==> config.mk <==
export PLATFORM = sky130hd
export DESIGN_NAME = axis_pkt_gen
export DESIGN_NICKNAME = d
export VERILOG_FILES = /design/src/rtl/axis_pkt_gen.sv
export SDC_FILE = /design/constraint.sdc
export NUM_CORES = 1
export LEC_CHECK = 0
export BUFFER_PORTS_ARGS = -buffer_cell sky130_fd_sc_hd__buf_2
export CELL_PAD_IN_SITES_DETAIL_PLACEMENT = 1
export CELL_PAD_IN_SITES_GLOBAL_PLACEMENT = 1
export CORE_ASPECT_RATIO = 0.8
export CORE_MARGIN = 10
export CORE_UTILIZATION = 43
export DETAILED_ROUTE_END_ITERATION = 12
export PLACE_DENSITY_LB_ADDON = 0.05
export SLEW_MARGIN = 15
export SYNTH_ARGS = -nofsm -noshare
export SYNTH_HDL_FRONTEND = slang
export SYNTH_SLANG_ARGS = --single-unit
==> constraint.sdc <==
create_clock -name aclk -period 3.95 [get_ports aclk]
set_input_delay 0 -clock aclk [delete_from_list [all_inputs] [get_ports aclk]]
set_output_delay 0 -clock aclk [all_outputs]
set_load 0.02 [all_outputs]
==> src/rtl/axis_pkt_gen.sv <==
// AXI-Stream packet source: on start, emits cfg_num packets of cfg_len beats of incrementing data.
// Optional idle gap between packets; all outputs come straight from flops.
module axis_pkt_gen #(
    parameter int DATA_WIDTH = 8,
    parameter int LEN_WIDTH  = 8,
    parameter int CNT_WIDTH  = 8,
    parameter int GAP_CYCLES = 2
) (
    input  logic                  aclk,
    input  logic                  areset,
    input  logic                  start,
    input  logic [LEN_WIDTH-1:0]  cfg_len,
    input  logic [CNT_WIDTH-1:0]  cfg_num,
    input  logic [DATA_WIDTH-1:0] cfg_seed,
    output logic                  busy,
    output logic                  done,
    output logic                  m_axis_tvalid,
    output logic [DATA_WIDTH-1:0] m_axis_tdata,
    output logic                  m_axis_tkeep,
    output logic                  m_axis_tlast,
    input  logic                  m_axis_tready
);

    localparam int GW = (GAP_CYCLES > 1) ? $clog2(GAP_CYCLES) : 1;
    localparam logic [GW-1:0] GAP_LAST = GW'((GAP_CYCLES > 0) ? GAP_CYCLES - 1 : 0);

    typedef enum logic [1:0] {IDLE, SEND, GAP, DONE} state_t;

    state_t                state, state_n;
    logic [DATA_WIDTH-1:0] data, data_n;
    logic [LEN_WIDTH-1:0]  len, len_n, beat, beat_n;
    logic [CNT_WIDTH-1:0]  num, num_n, pkt, pkt_n;
    logic [GW-1:0]         gap_cnt, gap_n;
    logic                  valid_q, last_q, busy_q, done_q;
    logic                  valid_n, last_n, busy_n, done_n;
    logic                  xfer;

    assign xfer = valid_q & m_axis_tready;

    always_comb begin
        state_n = state;
        data_n  = data;
        len_n   = len;
        num_n   = num;
        beat_n  = beat;
        pkt_n   = pkt;
        gap_n   = gap_cnt;
        case (state)
            IDLE: begin
                if (start) begin
                    len_n  = cfg_len;
                    num_n  = cfg_num;
                    data_n = cfg_seed;
                    beat_n = '0;
                    pkt_n  = '0;
                    state_n = (cfg_len == '0 || cfg_num == '0) ? DONE : SEND;
                end
            end
            SEND: begin
                if (xfer) begin
                    data_n = data + DATA_WIDTH'(1);
                    if (beat == len - LEN_WIDTH'(1)) begin
                        beat_n = '0;
                        pkt_n  = pkt + CNT_WIDTH'(1);
                        gap_n  = '0;
                        if (pkt == num - CNT_WIDTH'(1)) begin
                            state_n = DONE;
                        end else if (GAP_CYCLES > 0) begin
                            state_n = GAP;
                        end
                    end else begin
                        beat_n = beat + LEN_WIDTH'(1);
                    end
                end
            end
            GAP: begin
                if (gap_cnt == GAP_LAST) begin
                    state_n = SEND;
                end else begin
                    gap_n = gap_cnt + GW'(1);
                end
            end
            default: state_n = IDLE;
        endcase

        // Output flags are decoded from next-state values so they register alongside the state.
        valid_n = (state_n == SEND);
        last_n  = (state_n == SEND) && (beat_n == len_n - LEN_WIDTH'(1));
        busy_n  = (state_n == SEND) || (state_n == GAP);
        done_n  = (state_n == DONE);
    end

    always_ff @(posedge aclk) begin
        if (areset) begin
            state   <= IDLE;
            data    <= '0;
            len     <= '0;
            num     <= '0;
            beat    <= '0;
            pkt     <= '0;
            gap_cnt <= '0;
            valid_q <= 1'b0;
            last_q  <= 1'b0;
            busy_q  <= 1'b0;
            done_q  <= 1'b0;
        end else begin
            state   <= state_n;
            data    <= data_n;
            len     <= len_n;
            num     <= num_n;
            beat    <= beat_n;
            pkt     <= pkt_n;
            gap_cnt <= gap_n;
            valid_q <= valid_n;
            last_q  <= last_n;
            busy_q  <= busy_n;
            done_q  <= done_n;
        end
    end

    assign m_axis_tvalid = valid_q;
    assign m_axis_tkeep  = valid_q;
    assign m_axis_tlast  = last_q;
    assign m_axis_tdata  = data;
    assign busy          = busy_q;
    assign done          = done_q;

endmodule

Word-level counts from Yosys, hierarchy flattened:

Cells that the tools add are included.

* bits in registers: 47
* input bits: 28

* mux-type cells: 24
* add/sub/neg operators: 7
* eq/ne operators: 11
* reductions and logical operators: 12
* bitwise operators: 1

Operators with widths (number)
* $mux 8: 10
* $pmux 8 s2: 3
* $add 8x1->8 const B: 3
* $eq 8x8->1: 3
* $sub 8x1->8 const B: 3
* $logic_not 8->1: 2
* $mux 2: 5
* $eq 2x2->1 const B: 3
* $ne 2x2->1 const B: 3
* $pmux 2 s3: 1
* $reduce_and 3->1: 2
* $eq 2x1->1 const B: 2
* $mux 1: 4
* $reduce_and 4->1: 1
* $reduce_bool 2->1: 2
* $logic_not 2->1: 1
* $logic_or 1x1->1: 2
* $pmux 1 s2: 1
* $reduce_and 2->1: 1
* $add 1x1->1 const B: 1
* $and 1x1->1: 1
* $logic_and 1x1->1: 1

Longest topological paths before layout:

Gate-level depths: netlist of run 1.

* word-level depth: 8
* gate-level depth with buffers: 16

Worst setup path after synthesis of run 1:

OpenSTA, ideal clock, no wires.

* path type: flip-flop to flip-flop
* start point: reg len[0]
* end point: reg last_q, in the netlist m_axis_tlast
* setup time: 103 ps
* arrival: 3003 ps
* period minus slack after synthesis: 3106 ps
* path slack: 844 ps
* stages on the path, launching flop included: 16
* data required time: 3847 ps
* cell sequence: dfxtp_1 > inv_1 > ha_1 > xnor2_1 > and4b_1 > a41oi_2 > a211oi_1 > and3_1 > a21oi_1 > ha_1 > nor2b_1 > o211a_1 > o311ai_0 > a211oi_2 > nand4_1 > a2111oi_2

* word-level cells in the longest chain between the ends: 7
* elaborated cells on any way between the ends: 14
* those cells by class: 2 x add/sub; 3 x eq/ne; 8 x mux; 1 x reduce/logical

RTL lines
* start: declaration: line 31 `logic [LEN_WIDTH-1:0] len, len_n, beat, beat_n;`
* start signal: assignment: line 109 `len <= len_n;`
* $sub 8x1->8: line 62 `if (beat == len - LEN_WIDTH'(1)) begin`
* $eq 8x8->1: line 62
* $mux 2: line 62
* $mux 2: line 60 `if (xfer) begin`
* $pmux 2 s3: line 48 `case (state)`
* $eq 2x1->1
* via valid_n: line 35 `logic valid_n, last_n, busy_n, done_n;`
* $logic_and 1x1->1: line 88 `last_n = (state_n == SEND) && (beat_n == len_n - LEN_WIDTH'(1));`
* end signal: assignment: line 115 `last_q <= last_n;`
* end: declaration: line 34 `logic valid_q, last_q, busy_q, done_q;`

The timed path passes the listed nets, and every way through them passes these cells.
A chain may end at the register's enable or synchronous reset.

Worst setup path after layout of run 1:

Same ends and word-level chain as after synthesis.

==> results of run 1 <==
[state kept, by name (all words and copies together) (netlist names)]
register      cells
pkt               8
done              1
gap_cnt           1
m_axis_tkeep      1
beat              8
len               8
state             2
busy              1
m_axis_tdata      8
m_axis_tlast      1
num               8
[per-stage QoR]
| step | power [mW] | setup slack, ns |
|---|---|---|
| detailed placement | 0.843 | 0.325 |
| global route | 1.29 | 0.00516 |
| global placement | 0.836 | 0.524 |
| floorplan | 0.752 | 0.844 |
| finish | 1.22 | 0.295 |
| CTS | 1.23 | 0.275 |
[synthesized netlist by cell type, drive strengths merged, types with 4 or more instances]
master and count:
nand2 51, dfxtp 47, nor2 44, a21oi 38
xnor2 18, nor3 14, o21ai 14, xor2 13
buf 12, clkbuf 11, mux2i 11, nor4 11
and3 10, nand4 10, nand3 9, a211oi 8
ha 8, inv 6, nand2b 5, nor2b 5
a31oi 4
[metal layers]
metal / routed length (um) / part of all wire (%) / global-route usage (%)
met1: 4840 / 50 / 24.0
met2: 4360 / 45 / 27.0
met3: 506 / 5.2 / 3.46
met4: 61 / 0.62 / 4.08
met5: 0 / 0 / 0
[final cells by class]
| cell class | instances | share of cell area [%] |
|---|---|---|
| Clock buffer | 5 | 1.87 |
| Clock inverter | 3 | 1.26 |
| Timing Repair Buffer | 59 | 10.0 |
| Tap cell | 90 | 3.05 |
| Sequential cell | 47 | 25.5 |
| Multi-Input combinational cell | 328 | 57.7 |
| Inverter | 6 | 0.611 |
[worst reg2reg max path, stage by stage, from the launching register on]
cell and delay, ns:
dfxtp_1 0.47, inv_1 0.08, ha_1 0.30, xnor2_1 0.16
and4b_1 0.21, a41oi_2 0.29, a211oi_1 0.21, and3_1 0.24
a21oi_1 0.24, ha_1 0.22, nor2b_1 0.17, o211a_1 0.16
o311ai_0 0.14, a211oi_2 0.18, nand4_1 0.14, a2111oi_2 0.35
[how the worst max path moves through the flow]
| stage | start | to | slack (ns) | cells after the start |
|---|---|---|---|---|
| floorplan | len[0]$_SDFF_PP0_ | m_axis_tlast$_SDFF_PP0_ | 0.84 | 15 |
| CTS | len[0]$_SDFF_PP0_ | m_axis_tlast$_SDFF_PP0_ | 0.28 | 16 |
| global placement | num[0]$_SDFFE_PP0P_ | m_axis_tlast$_SDFF_PP0_ | 0.52 | 13 |
| detailed placement | len[0]$_SDFF_PP0_ | m_axis_tlast$_SDFF_PP0_ | 0.32 | 16 |
| finish | len[0]$_SDFF_PP0_ | m_axis_tlast$_SDFF_PP0_ | 0.30 | 15 |
| global route | len[0]$_SDFF_PP0_ | m_axis_tlast$_SDFF_PP0_ | 0.005 | 16 |
[layout by cell type, fill, tap and decap left out, types with 9 or more instances in the layout]
master	synthesis	routed
dfxtp_1	47	47
nand4_1	9	9
dlygate4sd3_1	0	11
nand3_1	9	9
o21ai_0	11	11
nor3_1	13	13
nand2_1	51	51
nor2_1	44	44
xor2_1	12	12
mux2i_1	9	9
xnor2_1	18	18
a21oi_1	38	38
nor4_1	10	10
buf_2	3	40
[power by group through the flow]
stage | Clock, mW | Combinational (mW) | Sequential [mW]
6_report | 0.378 | 0.315 | 0.528
5_1_grt | 0.409 | 0.349 | 0.533
4_1_cts | 0.387 | 0.315 | 0.528
3_5_place_dp | 0 | 0.304 | 0.539
3_3_place_gp | 0 | 0.298 | 0.538
2_1_floorplan | 0 | 0.215 | 0.537
[cell families after synthesis]
logic type | share of synthesized area (%)
AOI/OAI and AO/OA | 19.5
xor gates and xnor gates | 8.65
adders and majority gates | 3.10
buffers and inverters | 5.16
DFF | 29.2
muxes | 4.62
and+or+nand+nor | 29.8
[timing repair]
action                     in CTS  in global routing
setup buffers                   0                  0
hold buffers                   11                  0
hold endpoints to repair       11                  0
setup endpoints to repair       0                  1
resized for setup               0                  1
==> results.sh, run 1 <==
export IMPL_outcome="completed"
export IMPL_worstPathArrival_ns=3.85
export IMPL_gp_congestion=0.805
export IMPL_hold_depth=3
export IMPL_seq_power_share_pct=43.2
export IMPL_num_vias=3089
export IMPL_die_w_um=117
export IMPL_finalNetCount=483
export IMPL_netlist_instances=405
export IMPL_pwr_share_clk_pct=31.0
export IMPL_multiInputGateArea_mm2=0.00213
export IMPL_p_comb_share_pct=25.8
export IMPL_fmax_ghz=0.274
export IMPL_first_pass_iters=4
export IMPL_switching_share_pct=33.2
export IMPL_drive_above_1_share_pct=17.2
export IMPL_setup_viol=0
export IMPL_worstSetupPathType="reg2reg"
export IMPL_avgSynthCellArea_um2=7.96
export IMPL_cts_tree="done"
export IMPL_clk_latency_ns=0.31
export IMPL_overflow=0
export IMPL_instances_no_fill=538
export IMPL_switchingPower_mw=0.406
export IMPL_portBuffers=40
export IMPL_grt_pass1_vias=3165
export IMPL_power_density_mw_per_mm2=331
export IMPL_cp_max_fo=7
export IMPL_yosys_top_cells_area="dfxtp_1 (29%), nand2_1 (5.9%), a21oi_1 (5.9%)"
export IMPL_vdd_drop_max_mv=0.147
export IMPL_maxCapViolations=0
export IMPL_grt_usage_pct=17.4
export IMPL_grt_pass1_wl_um=16300
export IMPL_initial_core_util_pct=43.8
export IMPL_dpl_cell_count=519
export IMPL_yosysTopAreaCell="dfxtp_1"
export IMPL_synth_cell_types=71
export IMPL_post_drt_via_cell_ratio=5.74
export IMPL_required_ns=4.15
export IMPL_netlist_area_mm2=0.00323
export IMPL_crit_top_cell="ha_1"
export IMPL_period_needed_ns=3.65
export IMPL_stdcell_area_mm2=0.00369
export IMPL_remaining_drc_errors=0
export IMPL_fillCellCount=920
export IMPL_critPathTopFamily="compound AO/OA/AOI/OAI gates"
export IMPL_cts_buffers=5
export IMPL_dp_hpwl_um=7350
export IMPL_skew_ns=0.0148
export IMPL_critPathBufInv=1
export IMPL_hp_class="in2reg"
export IMPL_synth_nets=441
export IMPL_p_int_mw=0.816
export IMPL_core_area_mm2=0.00736
export IMPL_ys_dominant_reg_cell="dfxtp_1"
export IMPL_min_period_over_period_pct=92.5
export IMPL_htreeDepth=2
export IMPL_clockRootBuffer="clkbuf_8"
export IMPL_drt_antenna_violating_nets=0
export IMPL_die_y_um=97.5
export IMPL_wl_per_cell_um=18.2
export IMPL_ys_warn_count=0
export IMPL_placed_area_mm2=0.00345
export IMPL_crit_chain="inv_1, ha_1, xnor2_1, and4b_1, a41oi_2, a211oi_1, and3_1, a21oi_1, ha_1, nor2b_1, o211a_1, o311ai_0, a211oi_2, nand4_1, a2111oi_2"
export IMPL_tightest_slew_ns=0.792
export IMPL_hold_path_end="len[3]$_SDFF_PP0_"
export IMPL_crit_path_start_kind="flop"
export IMPL_slowest_stage="dfxtp_1"
export IMPL_timing_hold_ws_ns=0.0210
export IMPL_antenna_found_initial=0
export IMPL_slew_violations=0
export IMPL_ys_ff_latch=47
export IMPL_tns_ns=0
export IMPL_crit_path_end_kind="flop"
export IMPL_num_rows=28
export IMPL_reg2reg_to="m_axis_tlast$_SDFF_PP0_"
export IMPL_worstRegToRegCells=15
export IMPL_drt_initial_drc_count=145
export IMPL_syn_to_final_growth_pct=14.3
export IMPL_finish_utilization_pct=50.1
export IMPL_wirelength_um=9770
export IMPL_rsz0062_at_grt="no"
export IMPL_clockBufferDepth=2
export IMPL_clock_sinks=47
export IMPL_synth_edf_count=0
export IMPL_yosysTopAreaCellShare_pct=29.2
export IMPL_io_pins=41
export IMPL_hold_start="cfg_len[3]"
export IMPL_slew_headroom_pct=47.1
export IMPL_grt_max_degree=40
export IMPL_p_leak_nw=1.43
export IMPL_ys_seq_area_share_pct=29.2
export IMPL_slowest_delay_ns=0.47
export IMPL_path_clk_slew_ns=0.10
export IMPL_diodes=0
export IMPL_reg2reg_from="len[0]$_SDFF_PP0_"
export IMPL_seqCellArea_um2=941
export IMPL_r2r_slack_ns=0.30
export IMPL_hold_viol_final=0
export IMPL_design_die_area_mm2=0.0114
export IMPL_async_flop_share_pct=0
(Power assumes the default switching activity.)
==> inputs of run 2 (changes only) <==
Settings changed: CORE_UTILIZATION 43 to 45, CTS_BUF_LIST set to sky130_fd_sc_hd__clkbuf_8.
==> results.sh, run 2 (synthesized netlist as in run 1, its figures left out) <==
export IMPL_hold_path_end="len[3]$_SDFF_PP0_"
export IMPL_syn_to_final_growth_pct=13.0
export IMPL_postCtsSetupBuffers=0
export IMPL_clockRootBuffer="clkbuf_8"
export IMPL_pwr_share_clk_pct=26.5
export IMPL_fillCellCount=861
export IMPL_hold_start="cfg_len[3]"
export IMPL_fmax_ghz=0.281
export IMPL_drive_above_1_share_pct=17.1
export IMPL_die_y_um=95.7
export IMPL_instances_no_fill=531
export IMPL_cp_startpoint="len[1]$_SDFF_PP0_"
export IMPL_period_needed_ns=3.56
export IMPL_placed_area_mm2=0.00343
export IMPL_post_drt_via_cell_ratio=5.85
export IMPL_mostFrequentLayoutCells="nand2_1 (51), dfxtp_1 (46), nor2_1 (44)"
export IMPL_cp_max_fo=8
export IMPL_stdcell_area_mm2=0.00364
export IMPL_p_leak_nw=1.40
export IMPL_hp_class="in2reg"
export IMPL_num_rows=27
export IMPL_slew_violations=0
export IMPL_diodes=0
export IMPL_path_clk_slew_ns=0.09
export IMPL_clock_sinks=47
export IMPL_tightest_slew_ns=0.762
export IMPL_dp_hpwl_um=7330
export IMPL_die_w_um=115
export IMPL_initial_core_util_pct=46.6
export IMPL_finalNetCount=480
export IMPL_io_pins=41
export IMPL_drt_initial_drc_count=170
export IMPL_clockBufferDepth=2
export IMPL_grt_usage_pct=18.0
export IMPL_grt_pass1_vias=3169
export IMPL_crit_path_end_kind="flop"
export IMPL_grt_pass1_wl_um=16200
export IMPL_clk_latency_ns=0.30
export IMPL_wirelength_um=9790
export IMPL_gp_congestion=0.850
export IMPL_cts_tree="done"
export IMPL_overflow=0
export IMPL_required_ns=4.15
export IMPL_vdd_drop_max_mv=0.179
export IMPL_r2r_slack_ns=0.39
export IMPL_cts_buffers=5
export IMPL_tns_ns=0
export IMPL_setup_viol=0
export IMPL_worstRegToRegCells=16
export IMPL_p_comb_share_pct=27.3
export IMPL_outcome="completed"
export IMPL_hold_depth=3
export IMPL_grt_max_degree=40
export IMPL_p_int_mw=0.760
export IMPL_crit_path_start_kind="flop"
export IMPL_portBuffers=40
export IMPL_remaining_drc_errors=0
export IMPL_hold_viol_final=0
export IMPL_wl_per_cell_um=18.4
export IMPL_min_period_over_period_pct=90.2
export IMPL_reg2reg_to="m_axis_tlast$_SDFF_PP0_"
export IMPL_maxCapViolations=0
export IMPL_worstSetupPathType="reg2reg"
export IMPL_rsz0062_at_grt="no"
export IMPL_switching_share_pct=33.6
export IMPL_num_vias=3106
export IMPL_first_pass_iters=4
export IMPL_skew_ns=0.00773
export IMPL_power_mw=1.15
export IMPL_switchingPower_mw=0.385
export IMPL_power_density_mw_per_mm2=314
export IMPL_slew_headroom_pct=49.2
export IMPL_reg2reg_from="len[1]$_SDFF_PP0_"
export IMPL_core_area_mm2=0.00693
export IMPL_htreeDepth=2
export IMPL_worstPathArrival_ns=3.76
export IMPL_finish_utilization_pct=52.6
export IMPL_seq_power_share_pct=46.2
export IMPL_drt_antenna_violating_nets=0
export IMPL_final_common_cell="nand2_1"
export IMPL_antenna_found_initial=0
export IMPL_design_die_area_mm2=0.0110
export IMPL_dpl_cell_count=513
-- run 2: repair_timing --
action                                  in CTS  in global routing
hold buffers                                11                  0
gates resized for setup                      0                  4
hold endpoints to repair                    11                  0
endpoints found under the setup margin       0                  1
-- run 2: critical path: stages, from the launching register on --
cell and delay [ns]:
dfxtp_1 0.43, inv_1 0.09, ha_1 0.28, xnor2_1 0.16, and4b_1 0.22, a41oi_2 0.30
a211o_4 0.24, nand2_1 0.13, o21ai_0 0.14, a21o_1 0.15, ha_1 0.15, nor2b_1 0.17
o211a_1 0.16, o311ai_0 0.14, a211oi_2 0.18, nand4_1 0.16, a2111oi_2 0.34
-- run 2: power groups by stage --
stage / logic [mW] / clock network (mW) / registers [mW]
after global placement: 0.294 / 0 / 0.538
after global routing: 0.347 / 0.335 / 0.534
after detailed placement: 0.299 / 0 / 0.539
final: 0.313 / 0.304 / 0.529
after floorplan: 0.215 / 0 / 0.537
after CTS: 0.310 / 0.320 / 0.528
-- run 2: how the worst max path moves through the flow --
stage                              endpoint  slack (ns)  depth (start not counted)
finish              m_axis_tlast$_SDFF_PP0_        0.39                         16
global route        m_axis_tlast$_SDFF_PP0_       0.001                         16
CTS                 m_axis_tlast$_SDFF_PP0_        0.32                         15
detailed placement  m_axis_tlast$_SDFF_PP0_        0.36                         15
global placement    m_axis_tlast$_SDFF_PP0_        0.59                         13
floorplan           m_axis_tlast$_SDFF_PP0_        0.84                         15
-- run 2: per-layer routing --
| metal | vias to the layer above | global-route usage [%] | wire length (um) |
|---|---|---|---|
| li1 | 1538 | - | - |
| met1 | 1498 | 25.4 | 4920 |
| met2 | 64 | 28.3 | 4290 |
| met3 | 6 | 3.61 | 535 |
| met4 | 0 | 2.71 | 56 |
| met5 | - | 0 | 0 |
-- run 2: layout make-up --
class	count	area, um2	share of cell area [%]
clock inverters	1	5.00	0.137
multi-input cells	328	2140	58.6
inverters	6	22.5	0.618
repair buffers	56	348	9.54
well taps	87	109	2.99
clock buffers	6	82.6	2.27
flip-flops and latches	47	942	25.8
-- run 2: stage by stage --
step	hold WS, ns	worst slack [ns]
2_1_floorplan	0.0834	0.844
3_3_place_gp	0.256	0.592
5_1_grt	0.0610	0.00112
3_5_place_dp	0.264	0.364
6_report	0.0295	0.388
4_1_cts	0.0259	0.321
